<file path="src/rtl/bbox_scanner.sv">
// Purpose : streams an IMG_W x IMG_H x CHANNELS image from pixel memory and reports the
//           bounding box, count and empty flag of its foreground pixels.
// Latency : first rd_req one cycle after start; done IMG_W*IMG_H*CHANNELS + RD_LAT + 1 cycles after start.
// Backpressure: none; one read per SCAN cycle, memory must accept every request.
// Ports   : clk/rst_n (sync, active-low); start/abort control; base_addr/threshold/polarity
//           latched at start; rd_req/addr/rd_data memory port; busy/done status;
//           empty, x_min..y_max, fg_count hold the last completed result.
module bbox_scanner #(
    parameter int IMG_W    = 100,
    parameter int IMG_H    = 100,
    parameter int CHANNELS = 3,
    parameter int DATA_W   = 16,
    parameter int ADDR_W   = 32,
    parameter int RD_LAT   = 1,
    parameter int COORD_W  = 11
) (
    input  logic                                  clk,
    input  logic                                  rst_n,
    input  logic                                  start,
    input  logic                                  abort,
    input  logic [ADDR_W-1:0]                     base_addr,
    input  logic [DATA_W-1:0]                     threshold,
    input  logic                                  polarity,
    output logic                                  rd_req,
    output logic [ADDR_W-1:0]                     addr,
    input  logic [DATA_W-1:0]                     rd_data,
    output logic                                  busy,
    output logic                                  done,
    output logic                                  empty,
    output logic [COORD_W-1:0]                    x_min,
    output logic [COORD_W-1:0]                    x_max,
    output logic [COORD_W-1:0]                    y_min,
    output logic [COORD_W-1:0]                    y_max,
    output logic [$clog2(IMG_W*IMG_H+1)-1:0]      fg_count
);

    localparam int CNT_W = $clog2(IMG_W*IMG_H+1);
    localparam int C_W   = (CHANNELS > 1) ? $clog2(CHANNELS) : 1;
    localparam logic [COORD_W-1:0] X_LAST = COORD_W'(IMG_W-1);
    localparam logic [COORD_W-1:0] Y_LAST = COORD_W'(IMG_H-1);
    localparam logic [C_W-1:0]     C_LAST = C_W'(CHANNELS-1);

    typedef enum logic [1:0] {S_IDLE, S_SCAN, S_DRAIN, S_DONE} state_t;

    state_t              r_state, w_state_nxt;
    logic [ADDR_W-1:0]   r_addr;
    logic [DATA_W-1:0]   r_thr;
    logic                r_pol;
    logic [COORD_W-1:0]  r_x, r_y;
    logic [C_W-1:0]      r_c;

    // Return-path tags, stage RD_LAT-1 lines up with rd_data.
    logic                r_tag_vld [RD_LAT];
    logic [COORD_W-1:0]  r_tag_x   [RD_LAT];
    logic [COORD_W-1:0]  r_tag_y   [RD_LAT];
    logic                r_tag_lc  [RD_LAT];

    logic                r_or;
    logic [COORD_W-1:0]  r_min_x, r_max_x, r_min_y, r_max_y;
    logic [CNT_W-1:0]    r_cnt;

    logic                r_empty;
    logic [COORD_W-1:0]  r_x_min, r_x_max, r_y_min, r_y_max;
    logic [CNT_W-1:0]    r_fg_count;

    logic                w_start_ok, w_abort, w_last_req;
    logic                w_tag_vld, w_tag_lc, w_hit, w_pix_fg, w_last_ret, w_load_res;
    logic [COORD_W-1:0]  w_tx, w_ty;
    logic [COORD_W-1:0]  w_min_x_nxt, w_max_x_nxt, w_min_y_nxt, w_max_y_nxt;
    logic [CNT_W-1:0]    w_cnt_nxt;

    // Abort beats start when both arrive together.
    assign w_start_ok = start & ~abort & ((r_state == S_IDLE) | (r_state == S_DONE));
    assign w_abort    = abort & ((r_state == S_SCAN) | (r_state == S_DRAIN));
    assign w_last_req = (r_state == S_SCAN) & (r_x == X_LAST) & (r_y == Y_LAST) & (r_c == C_LAST);

    assign w_tag_vld  = r_tag_vld[RD_LAT-1];
    assign w_tag_lc   = r_tag_lc[RD_LAT-1];
    assign w_tx       = r_tag_x[RD_LAT-1];
    assign w_ty       = r_tag_y[RD_LAT-1];
    assign w_hit      = r_pol ? (rd_data > r_thr) : (rd_data < r_thr);
    assign w_pix_fg   = w_tag_vld & w_tag_lc & (r_or | w_hit);
    assign w_last_ret = w_tag_vld & w_tag_lc & (w_tx == X_LAST) & (w_ty == Y_LAST);
    assign w_load_res = (r_state == S_DRAIN) & ~abort & w_last_ret;

    // Next accumulator values; results load from these so the final pixel is included.
    always_comb begin
        w_min_x_nxt = r_min_x;
        w_max_x_nxt = r_max_x;
        w_min_y_nxt = r_min_y;
        w_max_y_nxt = r_max_y;
        w_cnt_nxt   = r_cnt;
        if (w_pix_fg) begin
            if (w_tx < r_min_x) w_min_x_nxt = w_tx;
            if (w_tx > r_max_x) w_max_x_nxt = w_tx;
            if (w_ty < r_min_y) w_min_y_nxt = w_ty;
            if (w_ty > r_max_y) w_max_y_nxt = w_ty;
            w_cnt_nxt = r_cnt + CNT_W'(1);
        end
    end

    always_comb begin
        w_state_nxt = r_state;
        case (r_state)
            S_IDLE, S_DONE: if (w_start_ok) w_state_nxt = S_SCAN;
            S_SCAN:  if (abort) w_state_nxt = S_IDLE; else if (w_last_req) w_state_nxt = S_DRAIN;
            S_DRAIN: if (abort) w_state_nxt = S_IDLE; else if (w_last_ret) w_state_nxt = S_DONE;
            default: w_state_nxt = S_IDLE;
        endcase
    end

    always_ff @(posedge clk) begin
        if (!rst_n) begin
            r_state    <= S_IDLE;
            r_addr     <= '0;
            r_thr      <= '0;
            r_pol      <= 1'b0;
            r_x        <= '0;
            r_y        <= '0;
            r_c        <= '0;
            r_or       <= 1'b0;
            r_min_x    <= '0;
            r_max_x    <= '0;
            r_min_y    <= '0;
            r_max_y    <= '0;
            r_cnt      <= '0;
            r_empty    <= 1'b0;
            r_x_min    <= '0;
            r_x_max    <= '0;
            r_y_min    <= '0;
            r_y_max    <= '0;
            r_fg_count <= '0;
            for (int i = 0; i < RD_LAT; i++) begin
                r_tag_vld[i] <= 1'b0;
                r_tag_x[i]   <= '0;
                r_tag_y[i]   <= '0;
                r_tag_lc[i]  <= 1'b0;
            end
        end else begin
            r_state <= w_state_nxt;

            // Scan order is x, y, channel; the linear address therefore just increments.
            if (w_start_ok) begin
                r_addr <= base_addr;
                r_thr  <= threshold;
                r_pol  <= polarity;
                r_x    <= '0;
                r_y    <= '0;
                r_c    <= '0;
            end else if (r_state == S_SCAN) begin
                r_addr <= r_addr + ADDR_W'(1);
                if (r_c == C_LAST) begin
                    r_c <= '0;
                    if (r_y == Y_LAST) begin
                        r_y <= '0;
                        r_x <= r_x + COORD_W'(1);
                    end else begin
                        r_y <= r_y + COORD_W'(1);
                    end
                end else begin
                    r_c <= r_c + C_W'(1);
                end
            end

            if (w_abort) begin
                for (int i = 0; i < RD_LAT; i++) r_tag_vld[i] <= 1'b0;
            end else begin
                r_tag_vld[0] <= (r_state == S_SCAN);
                r_tag_x[0]   <= r_x;
                r_tag_y[0]   <= r_y;
                r_tag_lc[0]  <= (r_c == C_LAST);
                for (int i = 1; i < RD_LAT; i++) begin
                    r_tag_vld[i] <= r_tag_vld[i-1];
                    r_tag_x[i]   <= r_tag_x[i-1];
                    r_tag_y[i]   <= r_tag_y[i-1];
                    r_tag_lc[i]  <= r_tag_lc[i-1];
                end
            end

            if (w_start_ok) begin
                r_or    <= 1'b0;
                r_min_x <= X_LAST;
                r_min_y <= Y_LAST;
                r_max_x <= '0;
                r_max_y <= '0;
                r_cnt   <= '0;
            end else begin
                r_min_x <= w_min_x_nxt;
                r_max_x <= w_max_x_nxt;
                r_min_y <= w_min_y_nxt;
                r_max_y <= w_max_y_nxt;
                r_cnt   <= w_cnt_nxt;
                if (w_tag_vld) r_or <= w_tag_lc ? 1'b0 : (r_or | w_hit);
            end

            if (w_load_res) begin
                if (w_cnt_nxt == '0) begin
                    r_empty    <= 1'b1;
                    r_x_min    <= '0;
                    r_x_max    <= '0;
                    r_y_min    <= '0;
                    r_y_max    <= '0;
                    r_fg_count <= '0;
                end else begin
                    r_empty    <= 1'b0;
                    r_x_min    <= w_min_x_nxt;
                    r_x_max    <= w_max_x_nxt;
                    r_y_min    <= w_min_y_nxt;
                    r_y_max    <= w_max_y_nxt;
                    r_fg_count <= w_cnt_nxt;
                end
            end
        end
    end

    assign rd_req   = (r_state == S_SCAN);
    assign addr     = r_addr;
    assign busy     = (r_state == S_SCAN) | (r_state == S_DRAIN);
    assign done     = (r_state == S_DONE);
    assign empty    = r_empty;
    assign x_min    = r_x_min;
    assign x_max    = r_x_max;
    assign y_min    = r_y_min;
    assign y_max    = r_y_max;
    assign fg_count = r_fg_count;

endmodule

</file>
<file path="config.mk">
export PLATFORM = sky130hd
export DESIGN_NAME = bbox_scanner
export DESIGN_NICKNAME = d
export VERILOG_FILES = /design/src/rtl/bbox_scanner.sv
export SDC_FILE = /design/constraint.sdc
export NUM_CORES = 1
export LEC_CHECK = 0
export ABC_AREA = 1
export CAP_MARGIN = 10
export CELL_PAD_IN_SITES_DETAIL_PLACEMENT = 0
export CELL_PAD_IN_SITES_GLOBAL_PLACEMENT = 1
export CORE_MARGIN = 1
export CORE_UTILIZATION = 40
export DETAILED_ROUTE_END_ITERATION = 12
export PLACE_DENSITY = 0.87
export SLEW_MARGIN = 20
export SYNTH_ARGS = -nofsm -noshare
export SYNTH_HDL_FRONTEND = slang
export SYNTH_SLANG_ARGS = --single-unit
</file>
<file path="constraint.sdc">
create_clock -name clk -period 2.8 [get_ports clk]
set_input_delay 0.56 -clock clk [delete_from_list [all_inputs] [get_ports clk]]
set_output_delay 0.56 -clock clk [all_outputs]
set_load 0.05 [all_outputs]
</file>
==> results.toml <==
[sta]
slew_viol_final = 0
timing.final.ws_setup_ps = 39.0
timing.final.crit_share_pct = 98.6
hold_ws_ps = 457
rsz0062_at_grt = "yes"
fin_tns_setup_ps = 0
max_freq_ghz = 0.362
finalClockSkew_ps = 8.47
finalHoldViolations = 0
min_period_ps = 2760
max_slew_margin_pct = 46.0
setup_violations = 0
worstMarginPinSlew_ps = 803

[worst_setup_path]
ff2ff_path_depth = 18
cp.required_ps = 3200
reg2reg_from = "r_thr[11]"
r2r_end = "x_max[2]"
crit_path_cell_trace = "clkdlybuf4s50_1 -> ha_1 -> a21oi_1 -> nand2_1 -> a21oi_2 -> nand3_1 -> nand3_4 -> nand2_4 -> buf_12 -> nand2_1 -> nand2_2 -> nor2_4 -> nand2_1 -> nor2_1 -> nand2_2 -> buf_12 -> nand2_1 -> a21oi_1"
crit_top_cell = "nand2_1"
cp_slowest_cell = "clkdlybuf4s50_1"
cp_slowest_stage_delay_ps = 420
worst-path-buf-inv = 3
reg2reg_slack_ps = 170
cp_top_family = "simple AND/OR/NAND/NOR gates"
crit_fanout = 38
end_kind = "flop"
crit_path_start_kind = "primary input"
worstPathArrival_ps = 3170
critPathKind = "in -> reg"

[synthesis]
ys_seq_elements = 217
synth-edff-count = 24
synthMuxAreaShare_pct = 0
yosysWarningCount = 0
syn_area_per_cell_um2 = 7.21
synth-simple-area-share_pct = 24.0
synthCells = 1587
syn-num-nets = 1721
yosys.area_share.adder_pct = 7.10
netlist_top_cells_count = "nand2_1, a21oi_1, dfxtp_1, inv_1, o21ai_0"
synthArstFlopShare_pct = 0
synth_top_family_by_area = "simple AND/OR/NAND/NOR gates"
synthXorXnorAreaFrac_pct = 2.22
synth_area_leaders = "dfxtp_1, nand2_1, a21oi_1"
yosysUniqueCellTypes = 49
yosysSeqAreaShare_pct = 40.0
synth_area_mm2 = 0.0114
synth_area_leader_cell = "dfxtp_1"
synth_compound_area_share_pct = 18.0
yosysMostFrequentCell = "nand2_1"
synth_top_area_share_pct = 33.7
synth_ff_type = "dfxtp_1"

[pwr]
powerDensity_mw_per_mm2 = 746
power_leakage_nw = 5.61
max-vdd-ir-drop_mv = 0.466
power.total_mw = 11.1

[global_route]
grt_pass1_vias = 10687
use_met3_pct = 4.81
grt_usage_pct = 21.5
globalRouteMet2Util_pct = 37.2
use_met1_pct = 26.9
overflow = 0
antenna_found_initial = 0
grt_busiest_layer = "met2"
grt_pass1_wl_um = 51500
grt_max_degree = 62

[min_path]
holdPathEnd = "r_thr[1]"
hold_class = "reg -> reg"
hold_path_depth = 2
hp-start = "r_thr[1]"

[drt]
vias_per_cell = 5.05
wl_per_cell_um = 14.1
drt_iter0_drc = 632
drc = 0
num_vias = 11010
ant_nets = 0
routed_wl_um = 30800
dr.pass1.iters = 5

[clocking]
path_clk_slew_ps = 60
clk_latency_ps = 520
numCtsBuffers = 24
cts_hold_buf = 0
cts.sinks = 217
cts_tree = "built"
cts_buffer_depth = 3
root_buffer = "clkbuf_16"
h-tree-depth = 1

[floorplan]
initial_core_util_pct = 41.0
rows = 61
io_pins = 163
dieArea_mm2 = 0.0293
dieHeight_um = 171
core_mm2 = 0.0279
die_width_um = 171

[finish]
fin_area_mm2 = 0.0149
drive_gt1_share_pct = 8.76
area_growth_pct = 30.1
fill_cells = 2742
nNetsFinal = 1920
antennaDiodeCount = 0

[placed_design]
dpl_cell_area_mm2 = 0.0140
dp_hpwl_um = 22000
port_buffers = 162
dp_slack_ps = -527
gp_congestion = 0.882

[outcome]
status = "finished, final reports clean"

[job]
max-cap-violations = 0
## per-stage QoR
| stage | instances | util (%) |
|---|---|---|
| finish | 2182 | 53.3 |
| global route | 2182 | 53.3 |
| global placement | 2135 | 50.0 |
| detailed placement | 2135 | 50.0 |
| floorplan | 1587 | - |
| CTS | 2179 | 53.0 |
## placed cells by master (no fill, tap or decap), drive strengths merged, types with 2 or more instances in the layout
master         netlist  final
nand4               22     22
dfxtp              193    193
and3                 2      2
xnor2               10     10
o2111ai              3      3
o21ai              104    104
clkbuf              51     32
a31oi                9      9
edfxtp              24     24
a311oi               5      5
o211ai               3      3
nor3                20     20
nor2               100    100
nand2              430    430
o21a                 2      2
clkinv               2     10
o31ai                4      4
o21bai              15     15
nand3               64     64
a211oi               8      8
nor3b                7      7
nor4                10     10
a21oi              222    222
xor2                19     19
buf                 19     82
ha                  65     65
bufinv               0      5
inv                165    165
clkdlybuf4s50        0    160
## power by group
part	switching [mW]	internal, mW	leakage [nW]
logic	2.49	1.44	3.35
clock network	1.29	2.11	0.409
registers	0.319	3.47	1.85
## logic make-up (layout without fill, tap and decap cells)
| logic type | Yosys count | in the layout |
|---|---|---|
| other | 1 | 1 |
| AOI/OAI and AO/OA | 380 | 380 |
| xor gates and xnor gates | 29 | 29 |
| and+or+nand+nor | 656 | 656 |
| adders and majority gates | 65 | 65 |
| DFF | 217 | 217 |
| buffers and inverters | 239 | 456 |
## worst reg2reg max path: stages, from the launching register on
cell     delay [ps]
dfxtp_1         310
inv_1            50
ha_1            300
a21oi_1         170
nand2_1          90
a21oi_2         160
nand3_1         140
nand3_4         150
nand2_4          90
buf_12          150
nand2_1          80
nand2_2          80
nor2_4          130
nand2_1          50
nor2_1          100
nand2_2          90
buf_12          170
nand2_1         120
a21oi_1          60
## worst max-delay path by stage
stage                            from  endpoint  slack (ps)  cells past startpoint
after floorplan            r_state[1]   r_x[10]         220                     16
after global placement    rd_data[11]  x_min[0]        -510                     18
after detailed placement  rd_data[11]  x_max[2]        -530                     18
after CTS                 rd_data[11]  x_max[2]          30                     18
after global routing       rd_data[9]  x_min[0]         -70                     20
final                     rd_data[11]  x_max[2]          40                     18
## layout make-up
cell class | instances | area, um^2 | area share, %
tap | 378 | 473 | 3.17
timing repair buffer | 245 | 2430 | 16.3
clock inverter | 13 | 183 | 1.23
multi-input combinational | 1131 | 5940 | 39.9
inverter | 167 | 627 | 4.21
clock buffer | 31 | 658 | 4.42
sequential | 217 | 4580 | 30.8
## sequential cells by signal, indices dropped and copies added (netlist names), 2 cells and up
signal / flops
fg_count: 14
addr: 32
r_tag_y: 11
r_min_y: 11
y_max: 11
r_tag_x: 11
r_min_x: 11
x_min: 11
r_cnt: 14
r_c: 2
r_x: 11
r_max_x: 11
r_y: 11
y_min: 11
x_max: 11
r_thr: 16
r_state: 2
r_max_y: 11
## routing by layer
layer | routed length [um] | share of wire (%)
met1 | 14000 | 45
met2 | 14200 | 46
met3 | 1920 | 6.2
met4 | 616 | 2.0
met5 | 0 | 0
## what timing repair did
item | CTS | global route
endpoints found under the setup margin | 18 | 46
pin swaps | 0 | 1
hold endpoints to repair | 0 | 0
gates cloned | 0 | 1
setup buffers | 0 | 2
gates resized for setup | 2 | 18
No activity file was read; power rests on OpenSTA's default activity.
